[config.mk]
export PLATFORM = sky130hd
export DESIGN_NAME = key_input_ctrl
export DESIGN_NICKNAME = d
export VERILOG_FILES = /design/src/rtl/key_pkg.sv /design/src/rtl/key_chan.sv /design/src/rtl/key_input_ctrl.sv
export SDC_FILE = /design/constraint.sdc
export NUM_CORES = 1
export LEC_CHECK = 0
export CORE_UTILIZATION = 40
export CTS_BUF_LIST = sky130_fd_sc_hd__clkbuf_4 sky130_fd_sc_hd__clkbuf_8
export DETAILED_ROUTE_END_ITERATION = 10
export DONT_BUFFER_PORTS = 1
export GPL_TIMING_DRIVEN = 0
export HOLD_SLACK_MARGIN = 0.03
export PLACE_DENSITY = 0.54
export SYNTH_ARGS = -nofsm -noshare
export SYNTH_HDL_FRONTEND = slang
export SYNTH_SLANG_ARGS = --single-unit
export TNS_END_PERCENT = 50
[constraint.sdc]
create_clock -name clk -period 4.17 [get_ports clk]
set_input_delay 1.0425 -clock clk [delete_from_list [all_inputs] [get_ports clk]]
set_output_delay 1.0425 -clock clk [all_outputs]
set_load 0.01 [all_outputs]
[src/rtl/key_pkg.sv]
// Shared types and helpers for the push-button conditioner.
package key_pkg;

  typedef enum logic [1:0] {
    IDLE   = 2'd0,
    DELAY  = 2'd1,
    REPEAT = 2'd2
  } rpt_state_t;

  // Counter width able to hold 0..limit-1, never narrower than one bit.
  function automatic int unsigned cnt_width(input int unsigned limit);
    return (limit <= 2) ? 1 : $clog2(limit);
  endfunction

endpackage

[src/rtl/key_chan.sv]
// One key channel: synchroniser, tick-paced debouncer, edge pulses and auto-repeat FSM.
module key_chan
  import key_pkg::*;
#(
  parameter int unsigned SYNC_STAGES  = 2,
  parameter int unsigned DEB_SAMPLES  = 4,
  parameter int unsigned REPEAT_DELAY = 32,
  parameter int unsigned REPEAT_RATE  = 8,
  parameter bit          ACTIVE_LOW   = 1'b0
) (
  input  logic clk,
  input  logic rst_n,
  input  logic tick_i,
  input  logic key_raw_i,
  input  logic repeat_en_i,
  output logic key_level_o,
  output logic key_press_o,
  output logic key_release_o,
  output logic key_event_o
);

  localparam int unsigned RLIM = (REPEAT_DELAY > REPEAT_RATE) ? REPEAT_DELAY : REPEAT_RATE;
  localparam int unsigned DW   = cnt_width(DEB_SAMPLES);
  localparam int unsigned RW   = cnt_width(RLIM);

  logic [SYNC_STAGES-1:0] sync_q;
  logic                   sample_c;

  logic          level_q, level_d;
  logic [DW-1:0] dcnt_q, dcnt_d;
  logic          rise_c, fall_c;

  rpt_state_t    state_q, state_d;
  logic [RW-1:0] rcnt_q, rcnt_d;

  logic press_q, release_q, event_q, event_d;

  // Input synchroniser; polarity is normalised after the last stage.
  always_ff @(posedge clk or negedge rst_n) begin
    if (!rst_n) sync_q <= '0;
    else        sync_q <= {sync_q[SYNC_STAGES-2:0], key_raw_i};
  end

  assign sample_c = sync_q[SYNC_STAGES-1] ^ ACTIVE_LOW;

  // Debouncer: accept a new level only after DEB_SAMPLES consecutive differing ticks.
  always_comb begin
    level_d = level_q;
    dcnt_d  = dcnt_q;
    rise_c  = 1'b0;
    fall_c  = 1'b0;
    if (tick_i) begin
      if (sample_c == level_q) begin
        dcnt_d = '0;
      end else if (dcnt_q == DW'(DEB_SAMPLES - 1)) begin
        level_d = ~level_q;
        dcnt_d  = '0;
        rise_c  = ~level_q;
        fall_c  = level_q;
      end else begin
        dcnt_d = dcnt_q + DW'(1);
      end
    end
  end

  // Repeat FSM next-state; the press itself always produces an event.
  always_comb begin
    state_d = state_q;
    rcnt_d  = rcnt_q;
    event_d = rise_c;
    case (state_q)
      IDLE: begin
        if (rise_c && repeat_en_i) begin
          state_d = DELAY;
          rcnt_d  = '0;
        end
      end
      DELAY: begin
        if (fall_c || !repeat_en_i) begin
          state_d = IDLE;
          rcnt_d  = '0;
          event_d = 1'b0;
        end else if (tick_i) begin
          if (rcnt_q == RW'(REPEAT_DELAY - 1)) begin
            event_d = 1'b1;
            state_d = REPEAT;
            rcnt_d  = '0;
          end else begin
            rcnt_d = rcnt_q + RW'(1);
          end
        end
      end
      REPEAT: begin
        if (fall_c || !repeat_en_i) begin
          state_d = IDLE;
          rcnt_d  = '0;
          event_d = 1'b0;
        end else if (tick_i) begin
          if (rcnt_q == RW'(REPEAT_RATE - 1)) begin
            event_d = 1'b1;
            rcnt_d  = '0;
          end else begin
            rcnt_d = rcnt_q + RW'(1);
          end
        end
      end
      default: begin
        state_d = IDLE;
        rcnt_d  = '0;
      end
    endcase
  end

  always_ff @(posedge clk or negedge rst_n) begin
    if (!rst_n) begin
      level_q   <= 1'b0;
      dcnt_q    <= '0;
      state_q   <= IDLE;
      rcnt_q    <= '0;
      press_q   <= 1'b0;
      release_q <= 1'b0;
      event_q   <= 1'b0;
    end else begin
      level_q   <= level_d;
      dcnt_q    <= dcnt_d;
      state_q   <= state_d;
      rcnt_q    <= rcnt_d;
      press_q   <= rise_c;
      release_q <= fall_c;
      event_q   <= event_d;
    end
  end

  assign key_level_o   = level_q;
  assign key_press_o   = press_q;
  assign key_release_o = release_q;
  assign key_event_o   = event_q;

endmodule

[src/rtl/key_input_ctrl.sv]
// N-channel push-button conditioner with one shared sample-tick generator.
module key_input_ctrl
  import key_pkg::*;
#(
  parameter int unsigned N_KEYS       = 4,
  parameter int unsigned SYNC_STAGES  = 2,
  parameter int unsigned TICK_DIV     = 50,
  parameter int unsigned DEB_SAMPLES  = 4,
  parameter int unsigned REPEAT_DELAY = 32,
  parameter int unsigned REPEAT_RATE  = 8,
  parameter bit          ACTIVE_LOW   = 1'b0
) (
  input  logic              clk,
  input  logic              rst_n,
  input  logic [N_KEYS-1:0] key_raw_i,
  input  logic [N_KEYS-1:0] repeat_en_i,
  output logic [N_KEYS-1:0] key_level_o,
  output logic [N_KEYS-1:0] key_press_o,
  output logic [N_KEYS-1:0] key_release_o,
  output logic [N_KEYS-1:0] key_event_o,
  output logic              tick_o
);

  localparam int unsigned TW = cnt_width(TICK_DIV);

  logic [TW-1:0] tcnt_q, tcnt_d;
  logic          tick_q, tick_d;

  // tick_q is registered so it is high exactly while tcnt_q == TICK_DIV-1.
  always_comb begin
    tcnt_d = (tcnt_q == TW'(TICK_DIV - 1)) ? '0 : tcnt_q + TW'(1);
    tick_d = (tcnt_d == TW'(TICK_DIV - 1));
  end

  always_ff @(posedge clk or negedge rst_n) begin
    if (!rst_n) begin
      tcnt_q <= '0;
      tick_q <= 1'b0;
    end else begin
      tcnt_q <= tcnt_d;
      tick_q <= tick_d;
    end
  end

  assign tick_o = tick_q;

  for (genvar g = 0; g < N_KEYS; g++) begin : g_chan
    key_chan #(
      .SYNC_STAGES (SYNC_STAGES),
      .DEB_SAMPLES (DEB_SAMPLES),
      .REPEAT_DELAY(REPEAT_DELAY),
      .REPEAT_RATE (REPEAT_RATE),
      .ACTIVE_LOW  (ACTIVE_LOW)
    ) u_chan (
      .clk          (clk),
      .rst_n        (rst_n),
      .tick_i       (tick_q),
      .key_raw_i    (key_raw_i[g]),
      .repeat_en_i  (repeat_en_i[g]),
      .key_level_o  (key_level_o[g]),
      .key_press_o  (key_press_o[g]),
      .key_release_o(key_release_o[g]),
      .key_event_o  (key_event_o[g])
    );
  end

endmodule
After elaboration in Yosys (flattened, before gate mapping)
Cells that the tools add are included.
Widths: inputs -> output; s select.
- output and inout port bits: 17
- input bits: 10
- word-level logic and storage cells: 242
- flip-flop bits (word level): 67
- reductions and logical operators: 28
- multiplexer cells: 117
- bitwise logic cells: 8
- equality and inequality tests: 46
- add/sub/neg operators: 9
- operators by type and width (cell ; count):
    $mux 5 ; 28
    $pmux 5 s3 ; 4
    $mux 2 ; 28
    $mux 1 ; 48
    $ne 3x2->1 const B ; 8
    $pmux 2 s3 ; 4
    $reduce_and 3->1 ; 8
    $add 5x1->5 const B ; 4
    $eq 5x3->1 const B ; 4
    $eq 5x5->1 const B ; 4
    $eq 2x2->1 const B ; 8
    $ne 2x1->1 const B ; 8
    $reduce_and 4->1 ; 4
    $eq 6x6->1 const B ; 2
    $ne 3x1->1 const B ; 4
    $add 2x1->2 const B ; 4
    $eq 2x1->1 const B ; 4
    $logic_not 2->1 ; 4
    $not 1->1 ; 8
    $pmux 1 s2 ; 4
    $add 6x1->6 const B ; 1
    $mux 6 ; 1
    $eq 1x1->1 ; 4
    $logic_and 1x1->1 ; 4
    2 further kinds ; 8

Longest topological paths before layout
- word-level depth: 8
- mapped depth: 9
- depth with buffers taken out: 9

Modules after synthesis
From an unflattened synthesis, not the netlist that was laid out.
- cell total of the unflattened synthesis: 374
- area total of the unflattened synthesis: 3872.5 um2
- by module, submodules not included (module ; area each (um2) ; cells each ; instances):
    key_chan at g_chan[1].u_chan ... ; 864.6 ; 83 ; 2
    key_chan at g_chan[0].u_chan ... ; 854.6 ; 84 ; 2
    key_input_ctrl ; 434.2 ; 40 ; 1

Worst setup path after synthesis
Ideal clock, no wire load.
- kind: input -> register
- start point: input port repeat_en_i[0]
- end point: register g_chan[0].u_chan.rcnt_q[1]
- setup slack: 2232 ps
- data arrival time: 1816 ps
- setup time: 122 ps
- stages: 5
- cells stage by stage: nor3b_1 > or2_1 > buf_6 > nor2_2 > a32o_1
- cells in the longest elaborated chain, start to end: 4
- RTL lines (element ; RTL line ; text):
    from (decl) ; key_input_ctrl.sv:16 ; input logic [N_KEYS-1:0] repeat_en_i,
    $logic_not 1->1 ; key_chan.sv:79, key_chan.sv:94 ;
    $logic_or 1x1->1 ; key_chan.sv:79, key_chan.sv:94 ;
    $ne 3x2->1 (no line) (tied with other cells) ; -- ;
    $reduce_and 3->1 (no line) / $pmux 5 s3 (equally long branches) ; -- ;
    to (signal assigned) ; key_chan.sv:127 ; rcnt_q <= rcnt_d;
    to (decl) ; key_chan.sv:34 ; logic [RW-1:0] rcnt_q, rcnt_d;
Several ways; a longest one is shown, not always the timed one.
A chain may end at the register's enable or synchronous reset.

Final worst setup path
- start point: register g_chan[2].u_chan.level_q
- end point: output port key_level_o[2]
- RTL lines (element ; RTL line ; text):
    from (decl) ; key_chan.sv:29 ; logic level_q, level_d;
    from (signal assigned) ; key_chan.sv:124 ; level_q <= level_d;
    to (decl) ; key_input_ctrl.sv:17 ; output logic [N_KEYS-1:0] key_level_o,
No word-level cell between the ends.

==> reports/summary.txt <==
Dpl ws -> 2.15 ns
WP buf/inv -> 1
P_sw -> 242 uW
H-tree depth -> 3
Commonest cells after routing, fill and taps aside -> dfrtp_1 (67), nand2_1 (45), inv_1 (26), ha_1 (26), o21ai_0 (23)
Iter 0 DRT Violations -> 94
Syn_area_per_cell -> 9.91 um^2
Die X -> 97.4 um
Number of buffers added on ports -> 0
Die area -> 9480 um^2
RSZ-0062 raised after global routing -> no
Skew final -> 0.00635 ns
Filler cells -> 854
Seq cells post-synth -> 67
Pwr/cell area -> 289 nW/um^2
Max-slew violations -> 0
Seq/Total Area, Yosys -> 46.1%
Setup TNS -> 0 ns
Number of global-route vias before repair -> 2507
YS warnings -> 0
Initial Util -> 41.5%
Final setup viols -> 0
Critical Path AT -> 0.95 ns
Crit-path cells -> buf_4
All-Layer GR Usage -> 15.0%
Post-cts sizing count -> 0
Comb pwr share -> 0.7%
Max cap viols -> 0
Routed wl met3 -> 255 um
Final #Nets -> 414
Critical path class -> reg -> out
Most common cell after layout, fill and taps aside -> dfrtp_1
Fin crit period -> 1.99 ns
Pint -> 898 uW
Post-synth top flop -> dfrtp_1
Core ar. -> 8760 um^2
Row cnt -> 34
WL/cell -> 13.2 um
Crit path max-delay family -> flip-flops
Post-route DRC violation count -> 0
Clock sink count -> 67
Antenna viol nets, final -> 0
Cell Area, Synth -> 3640 um^2
Share of post-route cells with drive strength above 1 -> 13.1%
Top layer used by detailed routing -> met4
WL final -> 6490 um
Worst EP required -> 3.13 ns
CTS root buffer -> clkbuf_8
Sw Share -> 21.2%
Final WS setup -> 2.18 ns
RePlAce Congestion -> 0.755
Post-Syn Instances -> 367
Power share of the clock group -> 41.7%
Max-Slew Margin vs Limit -> 74.9%
Status -> completed
Fmax -> 502 MHz
TritonRoute pass-1 iters -> 4
Max clock buf depth -> 2
Area grow syn2layout -> 8.32%
Setup crit end kind -> primary output
Hold-fix buffers at CTS -> 0
Utilization after layout -> 45.0%
Die height -> 97.4 um
Worst Max-Slew Pin Slew -> 0.375 ns
Final Hold Viols -> 0
Routed met1 length -> 3100 um
Wire length on met2 -> 3070 um
Min-delay worst type -> reg -> reg
HPWL Detailed -> 4530 um
Tcrit/Tclk final -> 47.8%
Max incr delay on CP -> 0.45 ns
Num CTS Buffers -> 9
Clock slew at reported path FFs -> 0.07 ns
# IOs -> 27
Maximum fanout along the worst path -> 6
Setup Buffers After CTS -> 0
CTS tree -> built
EDFF count, synth -> 0
Startpoint types -> flop
Reg power frac -> 57.6%
Leakage -> 0.00185 uW
Vias per std cell -> 5.18
Number of library cell types mapped by synthesis -> 47
Global route overflow -> 0
Initial antenna violation count -> 0
Largest net degree at the start of global routing -> 68
Antenna Cells -> 0
Syn_nets -> 403
First-pass GRT wire length -> 11500 um
Critical-path top delay cell -> dfrtp_1
Peak supply drop -> 186 uV
Via count -> 2538
Fraction of registers with async set/reset -> 100%
Clk_lat worst skew -> 0.33 ns
==> routing by layer <==
| layer | track usage (%) | vias up |
|---|---|---|
| li1 | - | 1303 |
| met1 | 18.8 | 1202 |
| met3 | 5.40 | 4 |
| met2 | 24.8 | 29 |
| met4 | 3.39 | 0 |
| met5 | 0 | - |
==> power by group through the flow <==
stage | Sequential, uW | Combinational [uW] | Clock [uW]
after floorplan | 668 | 7.37 | 0
after global placement | 669 | 8.09 | 0
after detailed placement | 669 | 8.13 | 0
after CTS | 657 | 8.19 | 499
after global routing | 657 | 9.43 | 529
final | 657 | 8.15 | 475
==> cell type report <==
type / count / area, um^2 / area share (%)
multi-input combinational: 253 / 1710 / 43.3
sequential: 67 / 1680 / 42.5
buffer: 21 / 158 / 4.00
clock buffer: 12 / 153 / 3.87
tap: 108 / 135 / 3.43
inverter: 26 / 97.6 / 2.48
clock inverter: 3 / 15.0 / 0.381
==> Yosys cell counts, types with 4 or more instances <==
cell type  number  share of area (%)
a22o_1          4               0.96
inv_1          26                2.7
nand2_1        45                4.6
ha_1           26                8.9
o21ai_0        23                3.2
dfrtp_1        67                 46
nand2b_1        8                1.4
nand3_1        12                1.7
a21oi_1        12                1.7
and3_1          6                1.0
mux2_2          8                2.5
nand4b_1        9                2.2
a21o_1          6                1.2
buf_4          16                3.3
o22ai_1         7                1.2
a32o_1          5                1.4
xnor2_1         7                1.7
nor2_1         20                2.1
nor3_1          9                1.2
==> worst paths after layout <==
check,from,end,slack [ns],cells past startpoint
max,g_chan[2].u_chan.key_level_o$_DFFE_PN0P_,key_level_o[2],2.18,1
min,g_chan[1].u_chan.sync_q[0]$_DFF_PN0_,g_chan[1].u_chan.sync_q[1]$_DFF_PN0_,0.35,0
max reg2reg,g_chan[0].u_chan.state_q[0]$_DFFE_PN0P_,g_chan[0].u_chan.rcnt_q[1]$_DFFE_PN0P_,2.29,8
min reg2reg,g_chan[1].u_chan.sync_q[0]$_DFF_PN0_,g_chan[1].u_chan.sync_q[1]$_DFF_PN0_,0.35,0
max in group asynchronous,rst_n,g_chan[0].u_chan.rcnt_q[2]$_DFFE_PN0P_,3.67,0
min in group asynchronous,rst_n,g_chan[1].u_chan.key_press_o$_DFF_PN0_,0.39,0
==> cell families after synthesis <==
group	Yosys count	synth area share, %
xor gates and xnor gates	8	1.93
AOI/OAI and AO/OA	83	15.1
and+or+nand+nor	125	17.6
adders and majority gates	26	8.94
DFF	67	46.1
buffers and inverters	47	7.01
muxes	11	3.30
==> metrics by stage <==
step / power [uW] / std cells / cell area, um^2 / hold WS (ns)
3_3_place_gp: 677 / 475 / 3770 / 0.334
5_1_grt: 1200 / 490 / 3940 / 0.359
4_1_cts: 1160 / 490 / 3940 / 0.355
3_5_place_dp: 677 / 475 / 3770 / 0.342
6_report: 1140 / 490 / 3940 / 0.349
2_1_floorplan: 676 / 367 / 3640 / 0.331
==> flip-flops by register name, indices dropped and copies added, names as in the netlist <==
name and flops:
g_chan.u_chan.key_level_o 4, g_chan.u_chan.state_q 8, tick_o 1, g_chan.u_chan.key_press_o 4
g_chan.u_chan.sync_q 8, tcnt_q 6, g_chan.u_chan.key_event_o 4, g_chan.u_chan.dcnt_q 8
g_chan.u_chan.key_release_o 4, g_chan.u_chan.rcnt_q 20
No activity file was read; power rests on OpenSTA's default activity.
